`src/rtl/activity_tracker_pkg.sv`:
```
// Shared state encodings, default thresholds and a saturating adder for the
// activity tracker.
package activity_tracker_pkg;

  typedef enum logic {
    IDLE = 1'b0,
    RUN  = 1'b1
  } run_state_e;

  typedef enum logic [1:0] {
    LOW  = 2'd0,
    CAND = 2'd1,
    HIGH = 2'd2
  } hi_state_e;

  localparam int DEF_SI_THRESH  = 32;
  localparam int DEF_WINDOW_SEC = 9;
  localparam int DEF_HI_THRESH  = 64;
  localparam int DEF_HI_MIN_SEC = 60;
  localparam int DEF_SAT_STEPS  = 9999;

  // 16-bit add that clamps at all-ones instead of wrapping
  function automatic logic [15:0] sat_add16(input logic [15:0] a, input logic [15:0] b);
    logic [16:0] sum;
    sum = {1'b0, a} + {1'b0, b};
    return sum[16] ? 16'hFFFF : sum[15:0];
  endfunction

endpackage

```
`src/rtl/activity_tracker_hi_act_fsm.sv`:
```
// High-activity run detector. A run of HI_MIN_SEC consecutive qualifying
// seconds credits HI_MIN_SEC at once; each further qualifying second credits 1.
// A non-qualifying second drops back to LOW and forfeits an uncredited run.
//
// state | meaning
// LOW   | no qualifying run in progress
// CAND  | run in progress, runLen seconds so far, nothing credited yet
// HIGH  | run has been credited, each further qualifying second credits 1
module hi_act_fsm
  import activity_tracker_pkg::*;
#(
  parameter int HI_MIN_SEC = DEF_HI_MIN_SEC
) (
  input  logic        lightClk,
  input  logic        reset,
  input  logic        tick,
  input  logic        qualify,
  output logic        creditStrobe,
  output logic [15:0] amount
);

  hi_state_e   state_q, state_d;
  logic [6:0]  run_len_q, run_len_d;

  // State and run-length registers, synchronous reset
  always_ff @(posedge lightClk) begin
    if (reset) begin
      state_q   <= LOW;
      run_len_q <= '0;
    end else begin
      state_q   <= state_d;
      run_len_q <= run_len_d;
    end
  end

  // Next state, run length and credit for the current second
  always_comb begin
    state_d      = state_q;
    run_len_d    = run_len_q;
    creditStrobe = 1'b0;
    amount       = '0;
    if (tick) begin
      case (state_q)
        LOW: begin
          if (qualify) begin
            state_d   = CAND;
            run_len_d = 7'd1;
          end
        end
        CAND: begin
          if (qualify) begin
            run_len_d = run_len_q + 7'd1;
            if (run_len_d == 7'(HI_MIN_SEC)) begin
              creditStrobe = 1'b1;
              amount       = 16'(HI_MIN_SEC);
              state_d      = HIGH;
            end
          end else begin
            state_d   = LOW;
            run_len_d = '0;
          end
        end
        HIGH: begin
          if (qualify) begin
            creditStrobe = 1'b1;
            amount       = 16'd1;
          end else begin
            state_d   = LOW;
            run_len_d = '0;
          end
        end
        default: begin
          state_d   = LOW;
          run_len_d = '0;
        end
      endcase
    end
  end

endmodule

```
`src/rtl/activity_tracker.sv`:
```
// Step activity tracker: per-second step rate, early-window over-threshold
// count, credited high-activity time, distance and saturation flag.
//
// state | meaning
// IDLE  | paused, second ticks ignored, counters hold
// RUN   | tracking, each second tick samples the step delta
module activity_tracker
  import activity_tracker_pkg::*;
#(
  parameter int SI_THRESH  = DEF_SI_THRESH,
  parameter int WINDOW_SEC = DEF_WINDOW_SEC,
  parameter int HI_THRESH  = DEF_HI_THRESH,
  parameter int HI_MIN_SEC = DEF_HI_MIN_SEC,
  parameter int SAT_STEPS  = DEF_SAT_STEPS
) (
  input  logic        lightClk,
  input  logic        reset,
  input  logic        start,
  input  logic        secTick,
  input  logic [15:0] stepCount,
  output logic [15:0] stepsPerSec,
  output logic [5:0]  distHalfMi,
  output logic [3:0]  overSecs,
  output logic [15:0] hiActSecs,
  output logic        satInd
);

  run_state_e  run_q, run_d;
  logic [15:0] prev_q, prev_d;
  logic [7:0]  elapsed_q, elapsed_d;
  logic [15:0] sps_q, sps_d;
  logic [3:0]  over_q, over_d;
  logic [15:0] hi_q, hi_d;
  logic [5:0]  dist_q;
  logic        sat_q;

  logic [15:0] delta;
  logic        run_tick;
  logic        credit;
  logic [15:0] credit_amt;

  // Modular subtraction keeps the delta correct across 16-bit counter wrap
  assign delta    = stepCount - prev_q;
  assign run_tick = (run_q == RUN) && secTick;

  hi_act_fsm #(
    .HI_MIN_SEC (HI_MIN_SEC)
  ) u_hi_act_fsm (
    .lightClk     (lightClk),
    .reset        (reset),
    .tick         (run_tick),
    .qualify      (delta >= 16'(HI_THRESH)),
    .creditStrobe (credit),
    .amount       (credit_amt)
  );

  // Tracking registers plus the free-running distance and saturation samples
  always_ff @(posedge lightClk) begin
    if (reset) begin
      run_q     <= IDLE;
      prev_q    <= '0;
      elapsed_q <= '0;
      sps_q     <= '0;
      over_q    <= '0;
      hi_q      <= '0;
      dist_q    <= '0;
      sat_q     <= 1'b0;
    end else begin
      run_q     <= run_d;
      prev_q    <= prev_d;
      elapsed_q <= elapsed_d;
      sps_q     <= sps_d;
      over_q    <= over_d;
      hi_q      <= hi_d;
      dist_q    <= stepCount[15:10];
      sat_q     <= (stepCount > 16'(SAT_STEPS));
    end
  end

  // Run/pause control and per-second updates
  always_comb begin
    run_d     = run_q;
    prev_d    = prev_q;
    elapsed_d = elapsed_q;
    sps_d     = sps_q;
    over_d    = over_q;
    hi_d      = hi_q;
    case (run_q)
      IDLE: begin
        if (start) begin
          run_d  = RUN;
          prev_d = stepCount;
        end
      end
      RUN: begin
        if (!start) run_d = IDLE;
      end
      default: run_d = IDLE;
    endcase
    if (run_tick) begin
      sps_d  = delta;
      prev_d = stepCount;
      if (elapsed_q != 8'hFF) elapsed_d = elapsed_q + 8'd1;
      if ((delta > 16'(SI_THRESH)) && (elapsed_q < 8'(WINDOW_SEC)) && (over_q != 4'hF))
        over_d = over_q + 4'd1;
    end
    if (credit) hi_d = sat_add16(hi_q, credit_amt);
  end

  assign stepsPerSec = sps_q;
  assign distHalfMi  = dist_q;
  assign overSecs    = over_q;
  assign hiActSecs   = hi_q;
  assign satInd      = sat_q;

endmodule

```
`config.mk`:
```
export PLATFORM = sky130hd
export DESIGN_NAME = activity_tracker
export DESIGN_NICKNAME = d
export VERILOG_FILES = /design/src/rtl/activity_tracker_pkg.sv /design/src/rtl/activity_tracker_hi_act_fsm.sv /design/src/rtl/activity_tracker.sv
export SDC_FILE = /design/constraint.sdc
export NUM_CORES = 1
export LEC_CHECK = 0
export CORE_ASPECT_RATIO = 0.7
export CORE_MARGIN = 4
export CORE_UTILIZATION = 45
export DETAILED_ROUTE_END_ITERATION = 8
export GPL_TIMING_DRIVEN = 0
export PLACE_DENSITY = 0.66
export REMOVE_ABC_BUFFERS = 1
export SETUP_SLACK_MARGIN = 0.15
export SKIP_LAST_GASP = 1
export SYNTH_ARGS = -nofsm -noshare
export SYNTH_HDL_FRONTEND = slang
export SYNTH_SLANG_ARGS = --single-unit
```
`constraint.sdc`:
```
create_clock -name lightClk -period 4.8 [get_ports lightClk]
set_input_delay 0.48 -clock lightClk [delete_from_list [all_inputs] [get_ports lightClk]]
set_output_delay 0.48 -clock lightClk [all_outputs]
set_load 0.02 [all_outputs]
```
Word level (Yosys, flattened, before mapping)
Cells that the tools add are included.
Storage, ports and cells
  flip-flop bits (word level): 77
  word-level logic and storage cells: 62
Cells by class
  $add $sub $neg: 5
  $lt $le $gt $ge: 4
  equal/unequal tests: 9
  mux-type cells: 24
  reductions and logical operators: 10
Operator list (number)
  $mux W16: 6
  $pmux W16 S2: 1
  $mux W7: 3
  $pmux W7 S3: 1
  $add A16 B16 Y17: 1
  $ge A16 B7 Y1 const B: 1
  $gt A16 B14 Y1 const B: 1
  $gt A16 B6 Y1 const B: 1
  $sub A16 B16 Y16: 1
  $add A8 B1 Y8 const B: 1
  $lt A8 B4 Y1 const B: 1
  $mux W2: 4
  $ne A8 B8 Y1 const B: 1
  $add A7 B1 Y7 const B: 1
  $eq A7 B6 Y1 const B: 1
  $mux W1: 6
  $mux W6: 1
  $pmux W2 S3: 1
  $reduce_and A2 Y1: 3
  $add A4 B1 Y4 const B: 1
  $ne A2 B1 Y1 const B: 2
  $ne A4 B4 Y1 const B: 1
  $reduce_and A4 Y1: 1
  $logic_and A1 B1 Y1: 3
  8 further kinds: 8

Logic depth before layout (Yosys ltp)
  depth in word-level cells: 8
  gate-level depth with buffers: 24
  gate-level depth less buffers: 22

Cells and area by module
From an unflattened synthesis, not the netlist that was laid out.
Second synthesis, totals
  cells, all modules: 593
  area, all modules: 4839.6 sq um
By module, submodules not included
  activity_tracker: instances 1, cells each 505, area each 4164.0 sq um, sequential area each 1361.3 sq um
  hi_act_fsm: instances 1, cells each 88, area each 675.6 sq um, sequential area each 180.2 sq um

Worst setup path after synthesis
Ideal clock, no wire load.
  path type: input to register
  start: in stepCount[0]
  end: reg hi_q[11] (netlist: hiActSecs[11])
  arrival: 4.789 ns
  path slack: -0.125 ns
  cell stages on the path: 24
  path buffers: 2
  path through: inv_1 ha_1 fa_1 nand2b_1 a21oi_1 o21ai_0 a41oi_1 o211ai_1 nor4b_4 buf_2 nor2_1 and3_1 ha_1 ha_1 a21o_1 a21oi_1 o21bai_1 a21o_1 nand3_1 or3_1 buf_1 o21ai_0 a21oi_1 a211oi_1
Between the ends
  cells in the longest elaborated chain, start to end: 7
  elaborated cells between the ends (all ways): 12
Ends and longest elaborated chain
  from (decl): RTL line activity_tracker.sv:20  | input logic [15:0] stepCount,
  $sub A16 B16 Y16 (*): RTL line activity_tracker.sv:43  | assign delta = stepCount - prev_q;
  $ge A16 B7 Y1 (*): RTL line activity_tracker.sv:52  | .qualify (delta >= 16'(HI_THRESH)),
  $mux W1 or $mux W16 (tied branches): RTL line activity_tracker_hi_act_fsm.sv:64, activity_tracker_hi_act_fsm.sv:51
  $pmux W16 S2: RTL line activity_tracker_hi_act_fsm.sv:43  | case (state_q)
  $mux W16: RTL line activity_tracker_hi_act_fsm.sv:42  | if (tick) begin
  $add A16 B16 Y17: RTL line activity_tracker_pkg.sv:25  | sum = {1'b0, a} + {1'b0, b};
  $mux W16: RTL line activity_tracker_pkg.sv:26  | return sum[16] ? 16'hFFFF : sum[15:0];
  to (signal assigned): RTL line activity_tracker.sv:74  | hi_q <= hi_d;
  to (decl): RTL line activity_tracker.sv:33  | logic [15:0] hi_q, hi_d;
Mark *: on every way between the ends. The rest lies on a longest branch, timed or not.
A chain may end at the register's enable or synchronous reset.

Worst setup path in the final report
  start: in stepCount[9]
  end: reg hi_q[4] (netlist: hiActSecs[4])
Same word-level chain as after synthesis.

==> impl_metrics.ini <==
[floorplanning]
start_util = 0.464
row_count = 30
die_y_um = 91.8
io_pins = 63
die_w_um = 128
core-area_mm2 = 0.00972
dieArea_mm2 = 0.0117

[final_layout]
final_nets = 693
drive_gt1_frac = 0.194
stdcell_area_mm2 = 0.00628
post-route-util = 0.646
diodes = 0
syn2layout_area_growth_pct = 39.1
fill_cells = 791

[run]
cap_violations = 0

[worst_hold_path]
min_from = stepCount[7]
hold_path_depth = 3
hold_class = input pin to flip-flop
min_to = prev_q[7]

[critical_path]
cp_max_fo = 8
worst_setup_path_end_kind = flip-flop
start_kind = input pin
r2r_end = hiActSecs[4]
worst-setup-path-type = input pin to flip-flop
cp.arrival_ps = 4820
r2r_start = prev_q[2]
critPathRequiredTime_ps = 5060
rr_worst_depth = 22
rrSetupSlack_ps = 280

[placement]
hpwl_um = 7900
place_area_mm2 = 0.00518
gp_congestion = 0.851
dp_slack_ps = -1680
port_buffers = 62

[route]
vias_per_cell = 5.68
drt-pass1-iter-count = 5
vias = 4404
drtAntennaViolNets = 0
routed_wl_um = 12400
drc = 0
drt_iter0_markers = 376
wl_per_cell_um = 15.9

[yosys]
synth_edf_count = 0
postSynth.asyncResetShare = 0
syn_area_mm2 = 0.00451
synth_warnings = 0
ys_seq_elements = 77
syn_area_per_cell_um2 = 7.93
syn_inst = 569
synth_seq_area_share = 0.341
yosys.cell_types.count = 68
synthFlopType = dfxtp_1

[clock_tree]
path_clk_slew_ps = 60
clkSinkCount = 77
numCtsBuffers = 9
ctsLongestPathBuffers = 2
clk_latency_ps = 340
cts_tree = built
htreeDepth = 3
root_buffer = clkbuf_16

[sta]
setup_violations = 0
maxSlewViolCount = 0
hold_violations = 0
fmax_ghz = 0.219
skew_ps = 7.50
worst_slack_ps = 242
tns_ps = 0
rsz0062_at_grt = true
slew-limit-headroom = 0.352
tightest_slew_ps = 970
min_period_ps = 4560
period_share = 0.950

[pwr]
cellPowerDensity_mw_per_mm2 = 293
ir_worst_vdd_mv = 0.211
finalPower_w = 0.00184
power.leakage_nw = 2.36

[grt]
antenna_found_initial = 0
grt_pass1_wl_um = 20000
grt_pass1_vias = 4078
grt_max_degree = 83
grtUsageTotal = 0.207
overflow = 0

[run_status]
outcome = finished clean
## critical path, stage by stage
cell and delay, ps:
clkdlybuf4s50_1 540, ha_4 240, buf_4 150, and3_1 200, o211a_1 180, a2111oi_4 290
o211ai_1 160, nand4_1 210, nor4b_4 80, nor2_2 150, and3_1 210, ha_2 230
ha_4 150, a21o_1 120, a21oi_2 70, o21bai_1 140, a21o_1 220, nand3_4 130
or3_4 470, buf_6 150, and3_4 140, nor3_2 90
## power by group
part / internal, W / leakage (nW) / switching [W]
logic: 0.000196 / 1.58 / 0.000235
clock network: 0.000466 / 0.152 / 0.000269
registers: 0.000661 / 0.628 / 0.0000118
total: 0.00132 / 2.36 / 0.000516
## layout make-up
type | instances | area (um2) | area share
timing repair buffer | 95 | 875 | 0.139
inverter | 28 | 105 | 0.0167
clock buffer | 11 | 243 | 0.0387
sequential | 77 | 1540 | 0.246
clock inverter | 4 | 72.6 | 0.0116
tap | 128 | 160 | 0.0255
multi-input combinational | 433 | 3280 | 0.522
## worst max path at each step
stage                             from       endpoint  depth (start not counted)
after floorplan           stepCount[0]  hiActSecs[11]                         21
after global placement    stepCount[0]   hiActSecs[9]                         22
after detailed placement  stepCount[0]  hiActSecs[11]                         22
after CTS                 stepCount[1]   hiActSecs[3]                         20
after global routing      stepCount[9]   hiActSecs[4]                         22
final                     stepCount[9]   hiActSecs[4]                         22
## logic make-up after synthesis
logic type               share of synthesized area
AND/OR/NAND/NOR                              0.241
AO/OA/AOI/OAI                                0.236
flip-flops                                   0.341
buffers and inverters                       0.0518
adder cells (fa/ha/maj)                     0.0820
XOR/XNOR                                    0.0407
multiplexers                               0.00665
## per-layer routing
layer | track usage | up-vias | wire, um
met3 | 0.0506 | 18 | 620
met1 | 0.293 | 2094 | 5900
met2 | 0.319 | 110 | 5650
li1 | - | 2182 | -
met5 | 0 | - | 0
met4 | 0.0477 | 0 | 184
## timing repair
item,4_1_cts,5_1_grt
gates cloned,0,0
pin swaps,32,35
endpoints found under the setup margin,16,16
buffers inserted,18,14
hold buffers,0,0
gates resized for setup,76,43
## metrics by stage
step / hold WS [ps] / cells
floorplan: 426 / 538
global placement: 439 / 728
detailed placement: 445 / 729
CTS: 453 / 762
global route: 435 / 776
finish: 429 / 776
## Yosys cell counts, types with 3 or more instances
cell type | count | share of area
nand3_1 | 17 | 0.019
nand4b_1 | 4 | 0.0078
and4_1 | 3 | 0.0058
nor3_1 | 16 | 0.018
o21a_1 | 7 | 0.012
nor2_1 | 59 | 0.049
and3_1 | 10 | 0.014
a311oi_1 | 5 | 0.0097
nor3b_1 | 3 | 0.0050
a211oi_1 | 18 | 0.030
xor2_1 | 10 | 0.019
o21ai_1 | 6 | 0.0067
a21o_1 | 13 | 0.022
buf_1 | 3 | 0.0025
o211ai_1 | 4 | 0.0067
buf_2 | 4 | 0.0044
a21oi_1 | 60 | 0.067
nand2_1 | 70 | 0.058
or3_1 | 4 | 0.0055
a41oi_1 | 3 | 0.0058
nand4_1 | 4 | 0.0055
clkbuf_1 | 23 | 0.019
inv_1 | 28 | 0.023
mux2i_1 | 3 | 0.0067
nand2b_1 | 9 | 0.012
ha_1 | 28 | 0.078
nor2b_1 | 9 | 0.012
a31oi_1 | 3 | 0.0042
xnor2_1 | 11 | 0.021
o21ai_0 | 9 | 0.010
dfxtp_1 | 77 | 0.34
## layout by cell type (no fill, tap or decap), drive strengths merged, types with 4 or more instances in the layout
cell type	netlist	routed
a211oi	19	19
a21o	13	13
a21oi	61	61
a311oi	6	6
and3	10	10
buf	8	34
clkbuf	23	14
clkdlybuf4s50	0	48
dfxtp	77	77
dlymetal6s2s	0	5
ha	28	28
inv	28	28
nand2	70	70
nand2b	9	9
nand3	17	17
nand4	4	4
nand4b	4	4
nor2	59	59
nor2b	9	9
nor3	16	16
o211ai	4	4
o21a	7	7
o21ai	15	15
or3	4	4
xnor2	11	11
xor2	10	10
## sequential cells by signal, indices dropped and copies added, names as in the netlist
| register | flops |
|---|---|
| u_hi_act_fsm.run_len_q | 7 |
| u_hi_act_fsm.state_q | 2 |
| hiActSecs | 16 |
| elapsed_q | 8 |
| satInd | 1 |
| run_q | 1 |
| overSecs | 4 |
| prev_q | 16 |
| stepsPerSec | 16 |
| distHalfMi | 6 |
Power figures use the tool's default switching activity.
